## src/rtl/display_pkg.sv

```systemverilog
// ---------------------------------------------------------------------------
// display_pkg
// Shared definitions for the display source sequencer: sequencer state
// encoding, display mux select values and the per-state output decode.
// ---------------------------------------------------------------------------
package display_pkg;

    typedef enum logic [2:0] {
        SHOW_RTC = 3'd0,
        WAIT_RD  = 3'd1,
        LOAD     = 3'd2,
        EDIT     = 3'd3,
        COMMIT   = 3'd4
    } state_t;

    localparam logic SEL_RTC  = 1'b0;
    localparam logic SEL_USER = 1'b1;

    // Level outputs that depend only on the state being entered.
    typedef struct packed {
        logic seleccion;
        logic load_user;
        logic rd_hold;
        logic wr_req;
        logic edit_active;
    } state_outs_t;

    // The display only switches to the user set once the snapshot has been
    // loaded, so WAIT_RD and LOAD still show the RTC set while reads are held.
    function automatic state_outs_t state_outputs(input state_t s);
        state_outs_t o;
        o = '{seleccion: SEL_RTC, load_user: 1'b0, rd_hold: 1'b0,
              wr_req: 1'b0, edit_active: 1'b0};
        case (s)
            WAIT_RD: begin
                o.rd_hold     = 1'b1;
                o.edit_active = 1'b1;
            end
            LOAD: begin
                o.load_user   = 1'b1;
                o.rd_hold     = 1'b1;
                o.edit_active = 1'b1;
            end
            EDIT: begin
                o.seleccion   = SEL_USER;
                o.rd_hold     = 1'b1;
                o.edit_active = 1'b1;
            end
            COMMIT: begin
                o.seleccion   = SEL_USER;
                o.rd_hold     = 1'b1;
                o.wr_req      = 1'b1;
                o.edit_active = 1'b1;
            end
            default: ;
        endcase
        return o;
    endfunction

endpackage

```

## src/rtl/inactivity_timer.sv

```systemverilog
// ---------------------------------------------------------------------------
// inactivity_timer
// Counts seconds without key activity while a programming session is open.
// Ports:
//   clk      in  system clock
//   reset    in  asynchronous, active-low reset
//   clr      in  hold the count at zero (asserted whenever not editing)
//   activity in  key press, restarts the count
//   tick     in  one-clk pulse per second
//   expired  out combinational pulse on the tick that completes TIMEOUT_S
//                idle seconds (suppressed by activity in the same cycle)
// ---------------------------------------------------------------------------
module inactivity_timer
    import display_pkg::*;
#(
    parameter int TIMEOUT_S = 30,
    parameter int TMO_W     = 5
) (
    input  logic clk,
    input  logic reset,
    input  logic clr,
    input  logic activity,
    input  logic tick,
    output logic expired
);

    localparam logic [TMO_W-1:0] LAST = TMO_W'(TIMEOUT_S - 1);

    logic [TMO_W-1:0] count;

    // Saturates at LAST; the sequencer leaves EDIT on expiry, which clears
    // the count again through clr.
    always_ff @(posedge clk or negedge reset) begin
        if (!reset) begin
            count <= '0;
        end else if (clr || activity) begin
            count <= '0;
        end else if (tick && (count != LAST)) begin
            count <= count + TMO_W'(1);
        end
    end

    // Combinational so the sequencer can leave EDIT on the expiring tick.
    assign expired = !clr && !activity && tick && (count == LAST);

endmodule

```

## src/rtl/display_source_ctrl.sv

```systemverilog
// ---------------------------------------------------------------------------
// display_source_ctrl
// Sequencer for the display data mux select and the user programming
// session: entry, RTC snapshot, inactivity abort and write commit handshake.
// Ports:
//   clk, reset   clock, asynchronous active-low reset
//   tick_1hz     one-clk pulse per second
//   edit_req     enter programming mode
//   edit_done    commit edited values to the RTC
//   edit_cancel  leave programming mode without writing
//   activity     any key press (restarts the inactivity timeout)
//   rtc_busy     RTC controller mid-transaction
//   wr_ack       RTC write of the user set completed
//   seleccion    mux select: 0 = RTC set, 1 = user set
//   load_user    pulse: copy the RTC set into the user registers
//   rd_hold      suspend periodic RTC reads
//   wr_req       request RTC write of the user set, held until ack/abort
//   edit_active  programming session in progress
//   wr_err       pulse: commit abandoned by the ack watchdog
// All outputs are registered from the state being entered.
// ---------------------------------------------------------------------------
module display_source_ctrl
    import display_pkg::*;
#(
    parameter int TIMEOUT_S   = 30,
    parameter int TMO_W       = 5,
    parameter int ACK_TMO_CYC = 1024,
    parameter int ACK_W       = 10
) (
    input  logic clk,
    input  logic reset,
    input  logic tick_1hz,
    input  logic edit_req,
    input  logic edit_done,
    input  logic edit_cancel,
    input  logic activity,
    input  logic rtc_busy,
    input  logic wr_ack,
    output logic seleccion,
    output logic load_user,
    output logic rd_hold,
    output logic wr_req,
    output logic edit_active,
    output logic wr_err
);

    localparam logic [ACK_W-1:0] ACK_LAST = ACK_W'(ACK_TMO_CYC - 1);

    state_t           state;
    state_t           next_state;
    state_outs_t      next_outs;
    logic [ACK_W-1:0] ack_cnt;
    logic             ack_tmo;
    logic             tmo_expired;

    inactivity_timer #(
        .TIMEOUT_S (TIMEOUT_S),
        .TMO_W     (TMO_W)
    ) u_inactivity_timer (
        .clk      (clk),
        .reset    (reset),
        .clr      (state != EDIT),
        .activity (activity),
        .tick     (tick_1hz),
        .expired  (tmo_expired)
    );

    // Next-state decision. In EDIT cancel beats done beats timeout; in
    // COMMIT an ack on the watchdog's last cycle still counts as success.
    always_comb begin
        next_state = state;
        ack_tmo    = 1'b0;
        case (state)
            SHOW_RTC: if (edit_req) next_state = WAIT_RD;
            WAIT_RD:  if (!rtc_busy) next_state = LOAD;
            LOAD:     next_state = EDIT;
            EDIT: begin
                if (edit_cancel)      next_state = SHOW_RTC;
                else if (edit_done)   next_state = COMMIT;
                else if (tmo_expired) next_state = SHOW_RTC;
            end
            COMMIT: begin
                if (wr_ack) begin
                    next_state = SHOW_RTC;
                end else if (ack_cnt == ACK_LAST) begin
                    next_state = SHOW_RTC;
                    ack_tmo    = 1'b1;
                end
            end
            default: next_state = SHOW_RTC;
        endcase
        next_outs = state_outputs(next_state);
    end

    // State, output registers and ack watchdog. The watchdog is held at zero
    // outside COMMIT so every commit attempt starts a fresh window.
    always_ff @(posedge clk or negedge reset) begin
        if (!reset) begin
            state       <= SHOW_RTC;
            ack_cnt     <= '0;
            seleccion   <= SEL_RTC;
            load_user   <= 1'b0;
            rd_hold     <= 1'b0;
            wr_req      <= 1'b0;
            edit_active <= 1'b0;
            wr_err      <= 1'b0;
        end else begin
            state       <= next_state;
            seleccion   <= next_outs.seleccion;
            load_user   <= next_outs.load_user;
            rd_hold     <= next_outs.rd_hold;
            wr_req      <= next_outs.wr_req;
            edit_active <= next_outs.edit_active;
            wr_err      <= ack_tmo;
            if (state != COMMIT) begin
                ack_cnt <= '0;
            end else if (ack_cnt != ACK_LAST) begin
                ack_cnt <= ack_cnt + ACK_W'(1);
            end
        end
    end

endmodule

```

## config.mk

```make
export PLATFORM = sky130hd
export DESIGN_NAME = display_source_ctrl
export DESIGN_NICKNAME = d
export VERILOG_FILES = /design/src/rtl/display_pkg.sv /design/src/rtl/inactivity_timer.sv /design/src/rtl/display_source_ctrl.sv
export SDC_FILE = /design/constraint.sdc
export NUM_CORES = 1
export LEC_CHECK = 0
export ABC_CLOCK_PERIOD_IN_PS = 2410
export CAP_MARGIN = 40
export CELL_PAD_IN_SITES_DETAIL_PLACEMENT = 0
export CELL_PAD_IN_SITES_GLOBAL_PLACEMENT = 2
export CORE_MARGIN = 10
export CORE_UTILIZATION = 34
export DETAILED_ROUTE_END_ITERATION = 8
export PLACE_DENSITY = 0.77
export SETUP_SLACK_MARGIN = 0.5
export SYNTH_ARGS = -nofsm -noshare
export SYNTH_HDL_FRONTEND = slang
export SYNTH_HIERARCHICAL = 1
export SYNTH_SLANG_ARGS = --single-unit
```

## constraint.sdc

```tcl
create_clock -name clk -period 2.41 [get_ports clk]
set_clock_uncertainty 0.2 [all_clocks]
set_input_delay 0.723 -clock clk [delete_from_list [all_inputs] [get_ports clk]]
set_output_delay 0.723 -clock clk [all_outputs]
set_load 0.03 [all_outputs]
```

Word-level counts from Yosys, hierarchy flattened

Index checks and enable logic that the tools add are counted.

Register bits: 23
Output and inout port bits: 6

$add $sub $neg: 2
Eq/ne operators: 14
Muxes and demuxes: 19
Reductions and logical operators: 12

Operator list:

| kind                  | number |
|---|---|
| $mux 3                | 7 |
| $mux 10               | 2 |
| $pmux 3 s5            | 1 |
| $eq 3x2->1 const B    | 4 |
| $add 10x1->10 const B | 1 |
| $eq 10x10->1 const B  | 1 |
| $mux 5                | 2 |
| $ne 10x10->1 const B  | 1 |
| $mux 1                | 7 |
| $eq 3x1->1 const B    | 2 |
| $eq 3x3->1 const B    | 2 |
| $add 5x1->5 const B   | 1 |
| $eq 5x5->1 const B    | 1 |
| $ne 5x5->1 const B    | 1 |
| $logic_and 1x1->1     | 4 |
| $reduce_bool 2->1     | 2 |
| $reduce_or 4->1       | 1 |
| $logic_not 3->1       | 1 |
| $ne 3x2->1 const B    | 1 |
| $ne 3x3->1 const B    | 1 |
| $logic_not 1->1       | 2 |
| $reduce_or 2->1       | 1 |
| $logic_or 1x1->1      | 1 |

Longest topological paths before layout

Gate-level depths: netlist of the first run.

Word-level depth: 12
Mapped depth: 7
Mapped depth without buffers: 7

Cells and area by module

The synthesis of the first run kept the hierarchy.

Modules (own cells, without submodules):

| module              | times used | cells each | area an instance (µm²) |
|---|---|---|---|
| display_source_ctrl | 1          | 86         | 869.6 |
| inactivity_timer    | 1          | 32         | 304.0 |

Worst setup path after synthesis of the first run

Ideal clock, no wire load.

Path kind: reg2reg
Start point: register ack_cnt[0]
End point: register ack_cnt[7]
Library setup time: 0.077 ns
Arrival time: 1.691 ns
Setup slack: 0.441 ns
Stages on the path, launching flop included: 7
Buffers on the path: 1
Period minus slack after synthesis: 1.969 ns
Path through: dfrtp_1 > ha_1 > and4_1 > buf_6 > and3_4 > or4_1 > a21oi_1

Word-level cells in the longest chain between the ends: 3
Elaborated cells between the ends (all ways): 5
Classes of those cells: add/sub (1); eq/ne (1); mux (2); reduce/logical (1)

RTL lines:

| element                  | line                       | text |
|---|---|---|
| start: declaration       | display_source_ctrl.sv:52  | `logic [ACK_W-1:0] ack_cnt;` |
| start signal: assignment | display_source_ctrl.sv:118 | `ack_cnt <= ack_cnt + ACK_W'(1);` |
| $add 10x1->10            | display_source_ctrl.sv:118 |  |
| $mux 10                  | display_source_ctrl.sv:117 | `end else if (ack_cnt != ACK_LAST) begin` |
| $mux 10                  | display_source_ctrl.sv:115 | `if (state != COMMIT) begin` |

Several ways; a longest one is shown, not always the timed one. The select of a mux whose other input is x is not followed.
A chain may end at the register's enable or synchronous reset.

Final worst setup path of the first run

Ends and elaborated chain as after synthesis.

==> results_dict.tcl, run 1 <==
set metrics [dict create \
    finalCritPeriodShare_pct 78.1 \
    critical_path_required_ns 2.46 \
    htreeDepth 1 \
    area_growth_pct 24.1 \
    syn_inst 118 \
    wirelength_um 2690 \
    numCtsBuffers 3 \
    cp_slowest_cell "or4_4" \
    final_antenna_net_count 0 \
    leakage_nw 0.652 \
    setup_viol 0 \
    numClockSinks 23 \
    io_buffers 14 \
    fp.dieW_um 78.8 \
    grt_remaining_overflow 0 \
    status "complete, no violations" \
    cp_slowest_stage_delay_ns 0.48 \
    synth.net_count 130 \
    netlist-cell-type-count 40 \
    final_common_cell "dfrtp_1" \
    path_cells "ha_2, and4_4, and3_4, or4_4, a21oi_2" \
    diodes 0 \
    grt_max_degree 24 \
    die-area_um2 6200 \
    drt-wirelength-per-cell_um 14.3 \
    finish.net_count 155 \
    grt_setup_unrepaired "yes" \
    maxCapViolCount 0 \
    dp_slack_ns 0.0298 \
    path_class "reg2reg" \
    clk_pin_slew_ns 0.13 \
    remaining_drc_errors 0 \
    ctsHoldBuffers 0 \
    slew_viol_final 0 \
    crit_path_max_fanout 6 \
    clk_path_buf_depth 2 \
    async_flop_share_pct 100 \
    ys_seq_area_share_pct 49.0 \
    max-slew-margin-rel_pct 71.3 \
    layout_common_cells "dfrtp_1 (23), buf_4 (12), nor2_1 (8), nand2_1 (8)" \
    start_util_pct 35.2 \
    num_rows 21 \
    grt_pass1_vias 971 \
    antenna_found_initial 0 \
    min_period_ns 1.88 \
    fin_setup_tns_ns 0 \
    clock_latency_ns 0.32 \
    ioPinCount 15 \
    globalplace.congestion 0.760 \
    avgSynthCellArea_um2 9.95 \
    critPathCaptureType "flip-flop" \
    cp_top_family "simple AND/OR/NAND/NOR gates" \
    core-area_um2 3340 \
    worst-path-buf-inv 0 \
    drive_gt1_share_pct 25.4 \
    yosys_most_used_dff "dfrtp_1" \
    via_count 980 \
    synth_warnings 6 \
    hpwl_um 1890 \
    ir_drop_v 0.000437 \
    avgViaCountPerCell 5.21 \
    grt_pass1_wl_um 4400 \
    setup_ws_ns 0.528 \
    worst_ep_arrival_time_ns 1.94 \
    hp-class "reg2reg" \
    fillers 342 \
    fmax_ghz 0.531 \
    drt_iter0_drc 56 \
    first_pass_iters 4 \
    netlist_area_um2 1170 \
    report.final.hold_viol_count 0 \
    crit_path_start_kind "flip-flop" \
    cts-root-buf "clkbuf_4" \
    cts_tree "done" \
    synth-seq-cells 23 \
    worst_slew_pin_slew_ns 0.429 \
    synth_edf_count 0 \
    die_height_um 78.8 \
    grt_util_all_layers_pct 8.71 \
    power_density_nw_per_um2 633 \
]
## kinds of logic after synthesis
family	after synthesis	share of synthesized area, %
AND/OR/NAND/NOR	49	24.4
AO/OA/AOI/OAI	28	16.3
flip-flops	23	49.0
buffers and inverters	13	5.54
adder cells (fa/ha/maj)	3	3.20
XOR/XNOR	2	1.49
## state kept, by name (all words and copies together), names as in the netlist
| name | flops |
|---|---|
| edit_active | 1 |
| u_inactivity_timer/count | 5 |
| wr_err | 1 |
| seleccion | 1 |
| ack_cnt | 10 |
| load_user | 1 |
| wr_req | 1 |
| state | 3 |
## worst register-to-register path, cell delays in order (launching register included)
cell and delay (ns):
dfrtp_1 0.40, ha_2 0.21, and4_4 0.20, and3_4 0.19, or4_4 0.48, a21oi_2 0.14
## metrics by stage
step,cells,util [%],area [um2],power [mW],hold slack (ns)
final,188,43.6,1460,0.922,0.372
after global routing,188,43.6,1460,0.981,0.422
after CTS,184,41.8,1390,0.922,0.370
after detailed placement,176,40.9,1370,0.757,0.352
after global placement,176,40.9,1370,0.755,0.350
after floorplan,118,-,1180,0.654,0.227
## metal layers
metal / GRT usage [%] / wire [um]
met4: 2.69 / 20
met1: 9.54 / 1180
met2: 15.1 / 1370
met3: 3.49 / 115
met5: 0 / 0
## report_power, final
group	internal [mW]	leakage [nW]	switching, mW
Clock	0.0621	0.0177	0.120
Combinational	0.106	0.322	0.158
Sequential	0.429	0.312	0.0464
## worst paths after layout
kind / cells after the start / start / end / slack, ns
setup / recovery: 5 / ack_cnt[0] / ack_cnt[7] / 0.53
hold / removal: 1 / u_inactivity_timer/count[3] / u_inactivity_timer/count[3] / 0.37
setup reg to reg: 5 / ack_cnt[0] / ack_cnt[7] / 0.53
hold reg to reg: 1 / u_inactivity_timer/count[3] / u_inactivity_timer/count[3] / 0.37
max in group asynchronous: 2 / reset / wr_err / 1.23
min in group asynchronous: 2 / reset / state[1] / 0.54
## synthesized netlist by cell type (all sizes together), types with 4 or more instances
cell / count / area [um2]
inv: 7 / 26.3
nand2: 8 / 30.0
dfrtp: 23 / 576
a21oi: 8 / 40.0
nand3: 5 / 25.0
buf: 4 / 31.3
o21ai: 4 / 20.0
and3: 4 / 30.0
nor3: 5 / 25.0
nor2: 8 / 30.0
nand4: 4 / 31.3
## final cells by class
cell class / instances / area (um2) / area share [%]
flip-flops and latches: 23 / 576 / 39.5
multi-input cells: 82 / 571 / 39.2
repair buffers: 26 / 199 / 13.7
well taps: 46 / 57.6 / 3.95
inverters: 7 / 26.3 / 1.80
clock buffers: 3 / 22.5 / 1.55
clock inverters: 1 / 5.00 / 0.344
## timing repair
action | in CTS | in global routing
setup endpoints to repair | 9 | 4
pin swaps | 2 | 3
setup buffers | 4 | 4
gates resized for setup | 34 | 6
No activity file was read; power rests on OpenSTA's default activity.
==> run 2, diff against run 1 <==
--- a/config.mk
+++ b/config.mk
@@ -5,14 +5,14 @@
 export SDC_FILE = /design/constraint.sdc
 export NUM_CORES = 1
 export LEC_CHECK = 0
-export ABC_CLOCK_PERIOD_IN_PS = 2410
+export ABC_CLOCK_PERIOD_IN_PS = 1600
 export CAP_MARGIN = 40
 export CELL_PAD_IN_SITES_DETAIL_PLACEMENT = 0
 export CELL_PAD_IN_SITES_GLOBAL_PLACEMENT = 2
 export CORE_MARGIN = 10
-export CORE_UTILIZATION = 34
+export CORE_UTILIZATION = 30
 export DETAILED_ROUTE_END_ITERATION = 8
-export PLACE_DENSITY = 0.77
+export PLACE_DENSITY = 0.72
 export SETUP_SLACK_MARGIN = 0.5
 export SYNTH_ARGS = -nofsm -noshare
 export SYNTH_HDL_FRONTEND = slang
==> constraint.sdc (replaced) <==
create_clock -name clk -period 1.6 [get_ports clk]
set_clock_uncertainty 0.2 [all_clocks]
set_input_delay 0.48 -clock clk [delete_from_list [all_inputs] [get_ports clk]]
set_output_delay 0.48 -clock clk [all_outputs]
set_load 0.03 [all_outputs]
==> results_dict.tcl, run 2 (synthesis results as in run 1) <==
set metrics [dict create \
    worst_ep_arrival_time_ns 1.74 \
    min_period_ns 1.74 \
    fin_cells 225 \
    final_antenna_net_count 0 \
    core-area_um2 3720 \
    die-area_um2 6810 \
    clk_pin_slew_ns 0.09 \
    area_growth_pct 74.7 \
    num_rows 22 \
    globalplace.congestion 0.865 \
    worst-path-buf-inv 0 \
    slew_viol_final 0 \
    fin_setup_tns_ns -0.944 \
    max-slew-margin-rel_pct 81.3 \
    finalCritPeriodShare_pct 109 \
    wirelength_um 3160 \
    ir_drop_v 0.000496 \
    ioPinCount 15 \
    path_class "reg2reg" \
    cp_slowest_stage_delay_ns 0.47 \
    largest_reg_flops 10 \
    drive_gt1_share_pct 58.2 \
    cts-root-buf "clkbuf_8" \
    fin_hold_ws_ns 0.249 \
    grt_setup_unrepaired "yes" \
    placed_cells 207 \
    path_cells "ha_2, and4_4, and3_4, or4_4, a21oi_2" \
    dp_slack_ns -0.476 \
    clk_path_buf_depth 2 \
    leakage_nw 0.894 \
    drt_iter0_drc 53 \
    power_density_nw_per_um2 856 \
    design_area_um2 2050 \
    io_buffers 14 \
    setup_ws_ns -0.145 \
    hp-class "in2reg" \
    clock_latency_ns 0.26 \
    utilization_pct 55.2 \
    placed_area_um2 1640 \
    drt-wirelength-per-cell_um 14.1 \
    layout_common_cells "buf_4 (32), buf_6 (19), dfrtp_1 (18), nor2_1 (6)" \
    numCtsBuffers 3 \
    cp_top_family "simple AND/OR/NAND/NOR gates" \
    start_util_pct 31.6 \
    remaining_drc_errors 0 \
    crit_path_max_fanout 2 \
    grt_util_all_layers_pct 9.57 \
    fillers 321 \
    worst_slew_pin_slew_ns 0.277 \
    crit_path_start_kind "flip-flop" \
    avgViaCountPerCell 5.00 \
    final_common_cell "buf_4" \
    fmax_ghz 0.573 \
    reg_top3 "ack_cnt (10), u_inactivity_timer/count (5), state (3)" \
    numClockSinks 23 \
    antenna_found_initial 0 \
    setup_viol 12 \
    finish.net_count 190 \
    first_pass_iters 4 \
    fp.dieW_um 82.5 \
    grt_max_degree 24 \
    maxCapViolCount 0 \
    grt_pass1_wl_um 5180 \
    htreeDepth 1 \
    regMostFlops "ack_cnt" \
    status "finished with violations" \
    cts_tree "done" \
    diodes 0 \
    critPathCaptureType "flip-flop" \
    grt_pass1_vias 1138 \
    die_height_um 82.5 \
    critical_path_required_ns 1.60 \
    total_power_mw 1.76 \
    failed_checks "setup timing" \
    via_count 1126 \
    report.final.hold_viol_count 0 \
    grt_remaining_overflow 0 \
    cp_slowest_cell "or4_4" \
    hpwl_um 2130 \
]
## run 2: cell types whose count changed in the layout (fill, tap and decap cells not counted), moves of 4 or more
cell,before,now
nor3_1,4,0
buf_2,6,0
dfrtp_1,23,18
buf_4,12,32
buf_6,0,19
dfrtp_2,0,5
## run 2: area by class of cell
class,instances,area (um2),area share (%)
timing repair buffer,61,574,28.0
clock inverter,1,5.00,0.244
clock buffer,3,41.3,2.01
tap,48,60.1,2.93
multi-input combinational,82,762,37.2
sequential,23,582,28.4
inverter,7,26.3,1.28
## run 2: per-layer routing
metal / GRT usage, % / vias up / wire, um
met5: 0 / - / 0
met4: 3.01 / 0 / 21
met3: 2.05 / 2 / 138
met2: 16.6 / 12 / 1590
met1: 11.6 / 563 / 1420
li1: - / 549 / -
## run 2: report_power, final
part	total [mW]	leakage [nW]	internal (mW)	switching (mW)
clock	0.367	0.0255	0.174	0.193
combinational	0.692	0.563	0.338	0.353
sequential	0.697	0.305	0.653	0.0438
total	1.76	0.894	1.17	0.590
## run 2: final timing paths
check                            from    endpoint  slack [ns]  cells past startpoint
max reg2reg                ack_cnt[1]  ack_cnt[7]       -0.14                      5
min in group asynchronous       reset      wr_req        0.36                      2
max in group asynchronous       reset      wr_err        0.67                      2
min                          rtc_busy   load_user        0.25                      2
min reg2reg                  state[2]   load_user        0.37                      2
max                        ack_cnt[1]  ack_cnt[7]       -0.14                      5
## run 2: what timing repair did
action	in CTS	in global routing
hold buffers	0	0
resized for setup	44	15
pin swaps	21	14
buffers inserted	7	7
setup endpoints to repair	29	29
## run 2: worst register-to-register path, delay by kind of cell, from the launching register on
family	cells	cell delay [ns]
adders and majority gates	1	0.19
and+or+nand+nor	3	0.78
AOI/OAI and AO/OA	1	0.13
DFF	1	0.39
==> run 3, diff against run 2 <==
--- a/config.mk
+++ b/config.mk
@@ -7,12 +7,10 @@
 export LEC_CHECK = 0
 export ABC_CLOCK_PERIOD_IN_PS = 1600
 export CAP_MARGIN = 40
-export CELL_PAD_IN_SITES_DETAIL_PLACEMENT = 0
-export CELL_PAD_IN_SITES_GLOBAL_PLACEMENT = 2
 export CORE_MARGIN = 10
-export CORE_UTILIZATION = 30
+export CORE_UTILIZATION = 45
 export DETAILED_ROUTE_END_ITERATION = 8
-export PLACE_DENSITY = 0.72
+export PLACE_DENSITY = 0.7
 export SETUP_SLACK_MARGIN = 0.5
 export SYNTH_ARGS = -nofsm -noshare
 export SYNTH_HDL_FRONTEND = slang
==> results_dict.tcl, run 3 (synthesis results as in run 1) <==
set metrics [dict create \
    status "finished with violations" \
    failed_checks "setup timing" \
    power.share.clock_pct 17.3 \
    finish.net_count 189 \
    slew_viol_final 0 \
    globalplace.congestion 0.802 \
    fp.dieW_um 71.1 \
    clk_path_buf_depth 2 \
    grt_max_degree 24 \
    crit_path_start_kind "flip-flop" \
    max-slew-margin-rel_pct 70.7 \
    antenna_found_initial 0 \
    hpwl_um 2270 \
    num_rows 18 \
    critPathCaptureType "flip-flop" \
    ioPinCount 15 \
    r2r-end "ack_cnt[6]" \
    p_seq_share_pct 42.6 \
    setup_viol 17 \
    start_util_pct 47.4 \
    clk_pin_slew_ns 0.14 \
    wirelength_um 3700 \
    remaining_drc_errors 0 \
    p_sw_share_pct 35.6 \
    worst_slew_pin_slew_ns 0.435 \
    clock_latency_ns 0.32 \
    grt_pass1_vias 1240 \
    grt_pass1_wl_um 5930 \
    cts_tree "done" \
    numCtsBuffers 3 \
    crit_path_max_fanout 5 \
    min_period_ns 1.78 \
    critical_path_required_ns 1.63 \
    die_height_um 71.1 \
    reg_top3 "ack_cnt (10), u_inactivity_timer/count (5), state (3)" \
    area_growth_pct 71.7 \
    drive_gt1_share_pct 59.7 \
    die-area_um2 5050 \
    grt_remaining_overflow 0 \
    core-area_um2 2480 \
    internal-power_mw 1.05 \
    maxCapViolCount 0 \
    via_count 1196 \
    diodes 0 \
    ff2ff_path_depth 7 \
    report.final.hold_viol_count 0 \
    io_buffers 14 \
    path_class "reg2reg" \
    numClockSinks 23 \
    fmax_ghz 0.561 \
    leakage_nw 0.872 \
    drt_iter0_drc 84 \
    setup_ws_ns -0.182 \
    fillers 135 \
    endpoint "ack_cnt[6]" \
    layout_common_cells "buf_4 (32), buf_6 (19), dfrtp_1 (18), nand2_1 (7), clkdlybuf4s50_1 (7)" \
    power_density_nw_per_um2 811 \
    r2r-start "ack_cnt[1]" \
    comb_power_share_pct 40.2 \
    design_area_um2 2020 \
    startpoint "ack_cnt[1]" \
    grt_setup_unrepaired "yes" \
    grt_util_all_layers_pct 14.2 \
    placed_area_um2 1600 \
    dp_slack_ns -0.478 \
    avgViaCountPerCell 5.81 \
    largest_reg_flops 10 \
    ff2ff_setup_slack_ns -0.18 \
    ir_drop_v 0.000874 \
    power.switching_mw 0.582 \
    cts-root-buf "clkbuf_4" \
    first_pass_iters 4 \
    final_common_cell "buf_4" \
    worst_ep_arrival_time_ns 1.81 \
    regMostFlops "ack_cnt" \
    htreeDepth 1 \
    drt-wirelength-per-cell_um 18.0 \
    finalCritPeriodShare_pct 111 \
    hp-class "in2async" \
    final_antenna_net_count 0 \
    total_power_mw 1.63 \
]
==> run 3: cell types whose count changed in the layout (fill, tap and decap cells not counted), sizes merged <==
cell | before | now
dlygate4sd2 | 2 | 1
clkdlybuf4s50 | 5 | 7
buf | 53 | 52
dlymetal6s2s | 1 | 0
==> run 3: power by group through the flow <==
stage / Clock (mW) / Combinational, mW / Sequential, mW
after CTS: 0.284 / 0.613 / 0.695
final: 0.282 / 0.656 / 0.696
after global placement: 0 / 0.517 / 0.692
after detailed placement: 0 / 0.529 / 0.698
after floorplan: 0 / 0.261 / 0.759
after global routing: 0.316 / 0.699 / 0.705
==> run 3: area by class of cell <==
| cell class | count | area [um2] | area share [%] |
|---|---|---|---|
| timing repair buffer | 60 | 553 | 27.4 |
| sequential | 23 | 582 | 28.9 |
| clock inverter | 1 | 5.00 | 0.248 |
| tap | 30 | 37.5 | 1.86 |
| inverter | 7 | 26.3 | 1.30 |
| clock buffer | 3 | 22.5 | 1.12 |
| multi-input combinational | 82 | 790 | 39.2 |
==> run 3: stage by stage <==
step | utilization (%) | hold slack, ns | std cells | setup TNS [ns]
after detailed placement | 64.4 | 0.370 | 188 | -3.54
after floorplan | - | -0.0156 | 118 | -1.25
after CTS | 75.4 | 0.286 | 200 | -1.08
after global placement | 64.4 | 0.366 | 188 | -3.13
after global routing | 81.4 | 0.276 | 206 | -2.94
final | 81.4 | 0.284 | 206 | -1.75
==> run 3: worst max-delay path, cell delays in order (launching register included) <==
cell and delay, ns:
dfrtp_1 0.39, ha_2 0.18, and4_4 0.22, buf_6 0.10
buf_6 0.11, a21boi_4 0.21, a21oi_2 0.07, a31o_2 0.21
==> run 3: how the worst min path moves through the flow <==
| stage | from | slack [ns] | depth (start not counted) | to |
|---|---|---|---|---|
| CTS | reset | 0.29 | 2 | seleccion |
| finish | reset | 0.28 | 2 | state[2] |
| global route | reset | 0.28 | 2 | seleccion |
| global placement | state[2] | 0.37 | 2 | load_user |
| floorplan | reset | -0.02 | 0 | ack_cnt[0] |
| detailed placement | state[2] | 0.37 | 2 | load_user |
==> run 3: metal layers <==
layer,wire [um],up-vias,track usage [%]
met5,0,-,0
met4,95,0,4.95
met3,150,12,2.65
met2,1960,32,24.6
met1,1500,599,16.9
li1,-,553,-
==> run 3: timing repair <==
action	4_1_cts	5_1_grt
hold buffers	0	0
buffers inserted	8	6
resized for setup	41	20
endpoints found under the setup margin	29	29
pin swaps	20	15
